$ cat src/rtl/frame_rx_fsm.sv
// frame_rx_fsm: receive-side framer for a GMII-style byte stream.
// It finds the preamble and SFD, passes payload bytes downstream and withholds
// the trailing 4-byte FCS by delaying the stream through a 4-byte delay line.
// It checks CRC-32 and reports good/bad/dropped status and the payload length.
// Optional build macro: RX_STATS_EN adds saturating good/bad frame counters.
// When the macro is undefined, GOOD_CNT and BAD_CNT are tied to 0.
module frame_rx_fsm #(
  parameter int MIN_PRE = 2,
  parameter int MAX_LEN = 1518,
  parameter int LEN_W   = 11
) (
  input  logic             CLK,
  input  logic             RST_N,
  input  logic [7:0]       RXD,
  input  logic             RX_DV,
  input  logic             RX_ER,
  output logic [7:0]       DOUT,
  output logic             DOUT_VALID,
  output logic             SOF,
  output logic             EOF,
  output logic             CRC_OK,
  output logic             CRC_ERR,
  output logic             DROPPED,
  output logic [LEN_W-1:0] FRM_LEN,
  output logic [2:0]       FRM_STATE,
  output logic [15:0]      GOOD_CNT,
  output logic [15:0]      BAD_CNT
);

  typedef enum logic [2:0] {
    ST_IDLE     = 3'd0,
    ST_PREAMBLE = 3'd1,
    ST_DATA     = 3'd2,
    ST_CHECK    = 3'd3,
    ST_DROP     = 3'd4
  } state_t;

  localparam logic [31:0]      CRC_POLY    = 32'hEDB88320;
  localparam logic [31:0]      CRC_RESIDUE = 32'hDEBB20E3;
  localparam logic [3:0]       MIN_PRE_C   = 4'(MIN_PRE);
  localparam logic [LEN_W-1:0] MAX_LEN_C   = LEN_W'(MAX_LEN);

  state_t           state_reg;
  logic [3:0]       pre_cnt_reg;
  logic [2:0]       dl_cnt_reg;
  logic [LEN_W-1:0] len_cnt_reg;
  logic [31:0]      crc_reg;
  logic [31:0]      crc_next;
  logic [7:0]       dl_reg [4];
  logic             push_en;

  logic [7:0]       dout_reg;
  logic             dout_valid_reg;
  logic             sof_reg;
  logic             eof_reg;
  logic             crc_ok_reg;
  logic             crc_err_reg;
  logic             dropped_reg;
  logic [LEN_W-1:0] frm_len_reg;

  // Reflected CRC-32 update for one byte, LSB first.
  function automatic logic [31:0] crc32_byte(input logic [31:0] crc, input logic [7:0] data);
    logic [31:0] c;
    c = crc ^ {24'd0, data};
    for (int i = 0; i < 8; i++) begin
      c = c[0] ? ((c >> 1) ^ CRC_POLY) : (c >> 1);
    end
    return c;
  endfunction

  assign crc_next = crc32_byte(crc_reg, RXD);

  // A byte enters the delay line only while in DATA with a clean valid byte.
  // RX_ER wins over everything else, so an errored byte is never consumed.
  assign push_en = (state_reg == ST_DATA) && RX_DV && !RX_ER;

  // Delay line: newest byte at index 0; index 3 is the oldest byte once four are held.
  always_ff @(posedge CLK or negedge RST_N) begin
    if (!RST_N) begin
      for (int i = 0; i < 4; i++) dl_reg[i] <= '0;
    end else if (push_en) begin
      dl_reg[0] <= RXD;
      for (int i = 1; i < 4; i++) dl_reg[i] <= dl_reg[i-1];
    end
  end

  // Frame state machine with all status and data outputs registered.
  always_ff @(posedge CLK or negedge RST_N) begin
    if (!RST_N) begin
      state_reg      <= ST_IDLE;
      pre_cnt_reg    <= '0;
      dl_cnt_reg     <= '0;
      len_cnt_reg    <= '0;
      crc_reg        <= 32'hFFFFFFFF;
      dout_reg       <= '0;
      dout_valid_reg <= 1'b0;
      sof_reg        <= 1'b0;
      eof_reg        <= 1'b0;
      crc_ok_reg     <= 1'b0;
      crc_err_reg    <= 1'b0;
      dropped_reg    <= 1'b0;
      frm_len_reg    <= '0;
    end else begin
      dout_valid_reg <= 1'b0;
      sof_reg        <= 1'b0;
      eof_reg        <= 1'b0;
      crc_ok_reg     <= 1'b0;
      crc_err_reg    <= 1'b0;
      dropped_reg    <= 1'b0;
      case (state_reg)
        ST_IDLE: begin
          if (RX_DV) begin
            if (RXD == 8'h55) begin
              state_reg   <= ST_PREAMBLE;
              pre_cnt_reg <= 4'd1;
            end else begin
              state_reg   <= ST_DROP;
              dropped_reg <= 1'b1;
            end
          end
        end
        ST_PREAMBLE: begin
          if (RX_ER) begin
            state_reg   <= ST_DROP;
            dropped_reg <= 1'b1;
          end else if (!RX_DV) begin
            state_reg <= ST_IDLE;
          end else if (RXD == 8'h55) begin
            if (pre_cnt_reg != 4'd15) pre_cnt_reg <= pre_cnt_reg + 4'd1;
          end else if (RXD == 8'hD5 && pre_cnt_reg >= MIN_PRE_C) begin
            state_reg   <= ST_DATA;
            crc_reg     <= 32'hFFFFFFFF;
            dl_cnt_reg  <= '0;
            len_cnt_reg <= '0;
          end else begin
            state_reg   <= ST_DROP;
            dropped_reg <= 1'b1;
          end
        end
        ST_DATA: begin
          if (RX_ER) begin
            state_reg   <= ST_DROP;
            dropped_reg <= 1'b1;
          end else if (!RX_DV) begin
            // The delay line now holds the FCS; it is discarded.
            state_reg <= ST_CHECK;
            eof_reg   <= 1'b1;
            if (dl_cnt_reg == 3'd4 && len_cnt_reg != '0 && crc_reg == CRC_RESIDUE) begin
              crc_ok_reg <= 1'b1;
            end else begin
              crc_err_reg <= 1'b1;
            end
            frm_len_reg <= (dl_cnt_reg == 3'd4) ? len_cnt_reg : '0;
          end else begin
            crc_reg <= crc_next;
            if (dl_cnt_reg != 3'd4) begin
              dl_cnt_reg <= dl_cnt_reg + 3'd1;
            end else if (len_cnt_reg == MAX_LEN_C) begin
              // Ejecting this byte would exceed the limit: abort without emitting it.
              state_reg   <= ST_DROP;
              dropped_reg <= 1'b1;
            end else begin
              dout_reg       <= dl_reg[3];
              dout_valid_reg <= 1'b1;
              sof_reg        <= (len_cnt_reg == '0);
              len_cnt_reg    <= len_cnt_reg + 1'b1;
            end
          end
        end
        ST_CHECK: begin
          if (RX_DV && RXD == 8'h55) begin
            state_reg   <= ST_PREAMBLE;
            pre_cnt_reg <= 4'd1;
          end else begin
            state_reg <= ST_IDLE;
          end
        end
        ST_DROP: begin
          if (!RX_DV) state_reg <= ST_IDLE;
        end
        default: state_reg <= ST_IDLE;
      endcase
    end
  end

  assign DOUT       = dout_reg;
  assign DOUT_VALID = dout_valid_reg;
  assign SOF        = sof_reg;
  assign EOF        = eof_reg;
  assign CRC_OK     = crc_ok_reg;
  assign CRC_ERR    = crc_err_reg;
  assign DROPPED    = dropped_reg;
  assign FRM_LEN    = frm_len_reg;
  assign FRM_STATE  = state_reg;

`ifdef RX_STATS_EN
  logic [15:0] good_cnt_reg;
  logic [15:0] bad_cnt_reg;

  // Saturating frame statistics, updated the cycle after each status pulse.
  always_ff @(posedge CLK or negedge RST_N) begin
    if (!RST_N) begin
      good_cnt_reg <= '0;
      bad_cnt_reg  <= '0;
    end else begin
      if (crc_ok_reg && good_cnt_reg != 16'hFFFF) good_cnt_reg <= good_cnt_reg + 16'd1;
      if ((crc_err_reg || dropped_reg) && bad_cnt_reg != 16'hFFFF) bad_cnt_reg <= bad_cnt_reg + 16'd1;
    end
  end

  assign GOOD_CNT = good_cnt_reg;
  assign BAD_CNT  = bad_cnt_reg;
`else
  assign GOOD_CNT = '0;
  assign BAD_CNT  = '0;
`endif

endmodule

$ cat config.mk
export PLATFORM = sky130hd
export DESIGN_NAME = frame_rx_fsm
export DESIGN_NICKNAME = d
export VERILOG_FILES = /design/src/rtl/frame_rx_fsm.sv
export SDC_FILE = /design/constraint.sdc
export NUM_CORES = 1
export LEC_CHECK = 0
export BUFFER_PORTS_ARGS = -buffer_cell sky130_fd_sc_hd__buf_4
export CAP_MARGIN = 20
export CORE_ASPECT_RATIO = 1.4
export CORE_UTILIZATION = 58
export CTS_CLUSTER_DIAMETER = 80
export DETAILED_ROUTE_END_ITERATION = 6
export PLACE_DENSITY = 0.8
export SKIP_LAST_GASP = 1
export SLEW_MARGIN = 20
export SYNTH_ARGS = -nofsm -noshare
export SYNTH_HDL_FRONTEND = slang
export SYNTH_SLANG_ARGS = --single-unit
$ cat constraint.sdc
create_clock -name CLK -period 2.4 [get_ports CLK]
set_clock_uncertainty 0.1 [all_clocks]
set_input_delay 0.24 -clock CLK [delete_from_list [all_inputs] [get_ports CLK]]
set_output_delay 0.24 -clock CLK [all_outputs]
set_load 0.1 [all_outputs]
==> results of run 1 <==
-- path summary, 6_finish.rpt --
kind / from / endpoint / slack, ps / cells past startpoint
worst max-delay path: pre_cnt_reg[0] / len_cnt_reg[9] / 110 / 8
worst min-delay path: RXD[4] / dl_reg[28] / 20 / 3
worst max register to register: pre_cnt_reg[0] / len_cnt_reg[9] / 110 / 8
worst min register to register: dl_reg[9] / dl_reg[1] / 370 / 2
max in group asynchronous: RST_N / crc_reg[31] / 1060 / 3
min in group asynchronous: RST_N / dl_reg[15] / 310 / 2
-- Yosys cell counts (5+ instances only) --
library cell / instances / area share (%)
nand2b_1: 6 / 0.66
xor2_1: 19 / 2.9
a31oi_1: 7 / 0.77
buf_2: 6 / 0.53
and2_1: 5 / 0.55
ha_1: 7 / 1.5
buf_4: 33 / 4.3
nor2_1: 35 / 2.3
xnor2_1: 43 / 6.6
nand2_1: 129 / 8.5
or4_1: 7 / 0.92
dfstp_2: 32 / 15
nor3_1: 15 / 1.3
o21ai_1: 9 / 0.79
a21oi_1: 33 / 2.9
dfrtp_1: 78 / 34
xnor2_2: 7 / 2.0
inv_1: 7 / 0.46
and3_1: 5 / 0.55
mux2_2: 5 / 0.99
o31ai_1: 8 / 1.1
clkbuf_1: 16 / 1.1
nand3_1: 12 / 1.1
nand4_1: 5 / 0.55
o21ai_0: 6 / 0.53
-- power by group --
part / internal, W / leakage [nW] / total, W / switching [W]
registers: 0.00188 / 1.39 / 0.00190 / 0.0000188
logic: 0.000187 / 1.43 / 0.000708 / 0.000521
clock network: 0.000741 / 0.133 / 0.00140 / 0.000658
total: 0.00281 / 2.96 / 0.00401 / 0.00120
-- layer usage --
metal	share of wire (%)	global-route usage, %	wire length [um]	up-vias
met5	0	0	0	-
met4	4.3	13.8	503	0
met3	5.0	4.37	583	35
met2	53	41.2	6150	147
met1	38	28.0	4420	1982
li1	-	-	-	1962
-- area by class of cell --
cell class / count / area, sq um / share of cell area, %
repair buffers: 57 / 430 / 6.75
multi-input cells: 441 / 2680 / 42.0
clock inverters: 4 / 33.8 / 0.530
clock buffers: 12 / 246 / 3.87
flip-flops and latches: 110 / 2800 / 43.8
well taps: 132 / 165 / 2.59
inverters: 7 / 26.3 / 0.412
-- cells in the final DEF (no fill, tap or decap), types with 8 or more instances in the layout --
cell type / n
dfstp_2: 32
o21ai_1: 9
clkbuf_16: 9
nand3_1: 12
nor2_1: 34
a21oi_1: 33
nor3_1: 15
buf_4: 56
o31ai_1: 8
xnor2_1: 43
xor2_1: 19
nand2_1: 129
conb_1: 32
dfrtp_1: 75
-- tightest hold or removal path, stage by stage --
cell	delay [ps]
buf_4	100
nand2_1	50
nand2_1	40
-- logic make-up (layout without fill, tap and decap cells) --
logic type                 after synthesis  after routing
other                                    1             32
xor gates and xnor gates                74             74
adders and majority gates                7              7
muxes                                   11             11
AOI/OAI and AO/OA                       71             71
DFF                                    110            110
buffers and inverters                   64             80
and+or+nand+nor                        246            246
-- stage by stage --
step	hold WS, ps	util, %
after floorplan	-156	-
after global placement	153	63.9
after detailed placement	155	63.9
after CTS	7.31	67.0
after global routing	17.7	67.0
final	17.0	67.0
-- timing repair --
action | CTS | global route
resized for setup | 1 | 1
buffers inserted | 0 | 0
hold buffers | 1 | 0
setup endpoints to repair | 2 | 6
endpoints found under the hold margin | 27 | 0
==> results.json, run 1 <==
{
  "run_status": "finished clean",
  "synth-adder-area-share_pct": 1.53,
  "n_antenna_cell": 0,
  "crit_required_ps": 2530,
  "postSynth.asyncResetShare_pct": 100,
  "endpoint_kind": "register",
  "htreeDepth": 3,
  "cts.clk_slew.worst_paths_ps": 70,
  "path_buf_inv": 2,
  "final_area_sq_um": 6380,
  "fin_ws_ps": 115,
  "first_global_vias": 4070,
  "netlist_area_sq_um": 5720,
  "portBuffers": 39,
  "initial_core_util_pct": 60.1,
  "insertion_delay_ps": 350,
  "crit_slowest_cell": "o41ai_1",
  "drive_gt1_share_pct": 20.6,
  "ir_drop_v": 0.000443,
  "fin_crit_ps": 2290,
  "crit_type": "reg2reg",
  "synth_enable_flop_cells": 0,
  "slew_headroom_pct": 62.3,
  "drt-total-wl_mm": 11.7,
  "cts_buffer_depth": 2,
  "setup_tns_ps": 0,
  "num_vias": 4126,
  "drt_iter0_drc": 219,
  "numPlacedInstances": 746,
  "grt_max_degree": 48,
  "worstPathMaxFanout": 12,
  "grt-ovfl-total": 0,
  "synthMuxAreaShare_pct": 2.10,
  "min_path_type": "in2reg",
  "dr.pass1.iters": 5,
  "slew_violations": 0,
  "p_total_w": 0.00401,
  "dp_hpwl_mm": 8.45,
  "worst_pin_slew_ps": 565,
  "hold_viol_final": 0,
  "nFillCells": 741,
  "synth_top_family_by_area": "simple AND/OR/NAND/NOR gates",
  "wl_per_cell_um": 15.3,
  "ios": 72,
  "die_h_um": 119,
  "place_area_sq_um": 6080,
  "cts_root_buf": "clkbuf_16",
  "crit_path_start_kind": "register",
  "rsz0062_at_grt": "false",
  "synth.distinct_cells": 53,
  "clock.fmax_mhz": 438,
  "syn_area_per_cell_sq_um": 9.79,
  "detail-route-antenna-nets": 0,
  "rows": 42,
  "numCtsBuffers": 9,
  "finalNonFillerCells": 763,
  "die_w_um": 85.9,
  "drc": 0,
  "p_leak_nw": 2.96,
  "path_cells": "inv_1, ha_1, o41ai_1, nor3_2, a21oi_4, buf_4, nor3_1, mux2i_1",
  "synth_compound_area_share_pct": 7.20,
  "grt_pass1_wl_mm": 19.2,
  "ys_ff_latch": 110,
  "fin_crit_sh_pct": 95.2,
  "ys.flop_type": "dfrtp_1",
  "fin_nets": 645,
  "yosysSeqAreaShare_pct": 48.9,
  "worstPathArrival_ps": 2410,
  "cts_tree": "built",
  "cp_top_family": "compound AO/OA/AOI/OAI gates",
  "gp_congestion": 0.891,
  "synthSimpleGateAreaFrac_pct": 20.3,
  "postSynthCellCount": 584,
  "antenna_found_initial": 0,
  "cellPowerDensity_nw_per_um2": 629,
  "cpPeakStageDelay_ps": 520,
  "dieArea_sq_um": 10300,
  "yosysWarningCount": 0,
  "synth_xor_area_share_pct": 13.4,
  "vias_per_cell": 5.41,
  "area_delta_synth_final_pct": 11.6,
  "max_cap_viol_count": 0,
  "setup_violations": 0,
  "clock_sinks": 110,
  "core_area_sq_um": 9510,
  "pre_cts_ws_ps": -10.7,
  "grt_use_total_pct": 24.1
}
No activity file was read; power rests on OpenSTA's default activity.
==> run 2, diff against run 1 <==
--- a/config.mk
+++ b/config.mk
@@ -11,7 +11,7 @@
 export CORE_UTILIZATION = 58
 export CTS_CLUSTER_DIAMETER = 80
 export DETAILED_ROUTE_END_ITERATION = 6
-export PLACE_DENSITY = 0.8
+export PLACE_DENSITY = 0.82
 export SKIP_LAST_GASP = 1
 export SLEW_MARGIN = 20
 export SYNTH_ARGS = -nofsm -noshare
==> results.json, run 2 (synthesis results as in run 1) <==
{
  "insertion_delay_ps": 350,
  "fin_crit_ps": 2240,
  "rows": 42,
  "setup_violations": 0,
  "cts_tree": "built",
  "crit_type": "reg2reg",
  "drive_gt1_share_pct": 21.2,
  "cts_buffer_depth": 2,
  "fin_nets": 646,
  "cellPowerDensity_nw_per_um2": 647,
  "drt_iter0_drc": 246,
  "gp_congestion": 0.876,
  "area_delta_synth_final_pct": 12.7,
  "startpoint": "FRM_STATE[2]",
  "vias_per_cell": 5.40,
  "drt-total-wl_mm": 11.8,
  "grt-ovfl-total": 0,
  "cts_root_buf": "clkbuf_16",
  "worstPathMaxFanout": 71,
  "r2r_cells": 6,
  "clock.fmax_mhz": 447,
  "ios": 72,
  "p_leak_nw": 2.99,
  "run_status": "finished clean",
  "hold_end": "dl_reg[25]",
  "cts.clk_slew.worst_paths_ps": 70,
  "ir_drop_v": 0.000348,
  "worst_pin_slew_ps": 754,
  "slew_violations": 0,
  "fin_crit_sh_pct": 93.2,
  "initial_core_util_pct": 60.1,
  "core_area_sq_um": 9510,
  "min_path_type": "in2reg",
  "grt_use_total_pct": 24.9,
  "dp_hpwl_mm": 8.25,
  "layout_commonest_cell": "nand2_1",
  "drc": 0,
  "antenna_found_initial": 0,
  "r2r_start": "FRM_STATE[2]",
  "p_total_w": 0.00417,
  "final_cell_mix": "nand2_1, dfrtp_1, buf_4",
  "grt_max_degree": 72,
  "numCtsBuffers": 9,
  "worstPathArrival_ps": 2370,
  "holdPathStages": 3,
  "grt_pass1_wl_mm": 19.8,
  "clock_sinks": 110,
  "num_vias": 4129,
  "max_cap_viol_count": 0,
  "dr.pass1.iters": 5,
  "htreeDepth": 3,
  "die_w_um": 85.9,
  "detail-route-antenna-nets": 0,
  "r2r-end": "dl_cnt_reg[2]",
  "slew_headroom_pct": 49.7,
  "crit_required_ps": 2530,
  "r2r_setup_slack_ps": 160,
  "dieArea_sq_um": 10300,
  "portBuffers": 39,
  "post_cts_buffers": 0,
  "setup_tns_ps": 0,
  "die_h_um": 119,
  "rsz0062_at_grt": "false",
  "endpoint_kind": "register",
  "hold_viol_final": 0,
  "first_global_vias": 4190,
  "min_from": "RXD[1]",
  "crit_path_start_kind": "register",
  "wl_per_cell_um": 15.5,
  "n_antenna_cell": 0
}
==> run 2: cell count changes in the layout (fill, tap and decap cells not counted), sizes merged <==
cell / previous run / this run
clkbuf: 12 / 10
inv: 8 / 10
buf: 56 / 57
bufinv: 0 / 1
clkinv: 2 / 1
==> run 2: worst max-delay path by stage <==
stage	to	depth (start not counted)
global placement	len_cnt_reg[4]	7
global route	len_cnt_reg[5]	7
finish	dl_cnt_reg[2]	6
floorplan	DOUT[1]	6
detailed placement	len_cnt_reg[6]	7
CTS	len_cnt_reg[9]	7
==> run 2: worst max-delay path: stages, from the launching register on <==
cell and delay, ps:
dfrtp_2 470, nor3b_2 240, and2_2 220, buf_4 550, nand3_1 210, xor2_1 210, nor2_1 70
==> run 2: area by class of cell <==
| type | instances | area (sq um) |
|---|---|---|
| Inverter | 7 | 26.3 |
| Clock buffer | 10 | 239 |
| Sequential cell | 110 | 2800 |
| Clock inverter | 6 | 75.1 |
| Tap cell | 132 | 165 |
| Multi-Input combinational cell | 441 | 2680 |
| Timing Repair Buffer | 58 | 463 |
| Fill cell | 724 | 3070 |
==> run 2: metal layers <==
metal,up-vias,routed length (um),GRT usage [%],part of all wire [%]
met5,-,0,0,0
li1,1973,-,-,-
met2,130,6160,42.1,52
met1,1992,4710,28.9,40
met3,34,469,5.41,4.0
met4,0,480,13.9,4.1
==> run 2: stage by stage <==
stage                     cell area, sq um  std cells  worst slack, ps  utilization, %  hold WS [ps]
after detailed placement              6110        747              148            64.2           237
after floorplan                       5840        615             4.69               -          -156
final                                 6440        764              162            67.7          27.1
after CTS                             6430        764              101            67.6          19.2
after global placement                6110        747              221            64.2           220
after global routing                  6440        764             30.5            67.7          18.9
==> run 2: repair_timing <==
item | CTS | global route
hold buffers | 1 | 0
hold endpoints to repair | 33 | 0
endpoints found under the setup margin | 0 | 20
gates resized for setup | 0 | 2
==> run 2: where the power goes <==
part | switching, W | internal, W | leakage (nW)
clock | 0.000696 | 0.000855 | 0.152
combinational | 0.000525 | 0.000190 | 1.45
sequential | 0.0000186 | 0.00188 | 1.39
total | 0.00124 | 0.00293 | 2.99
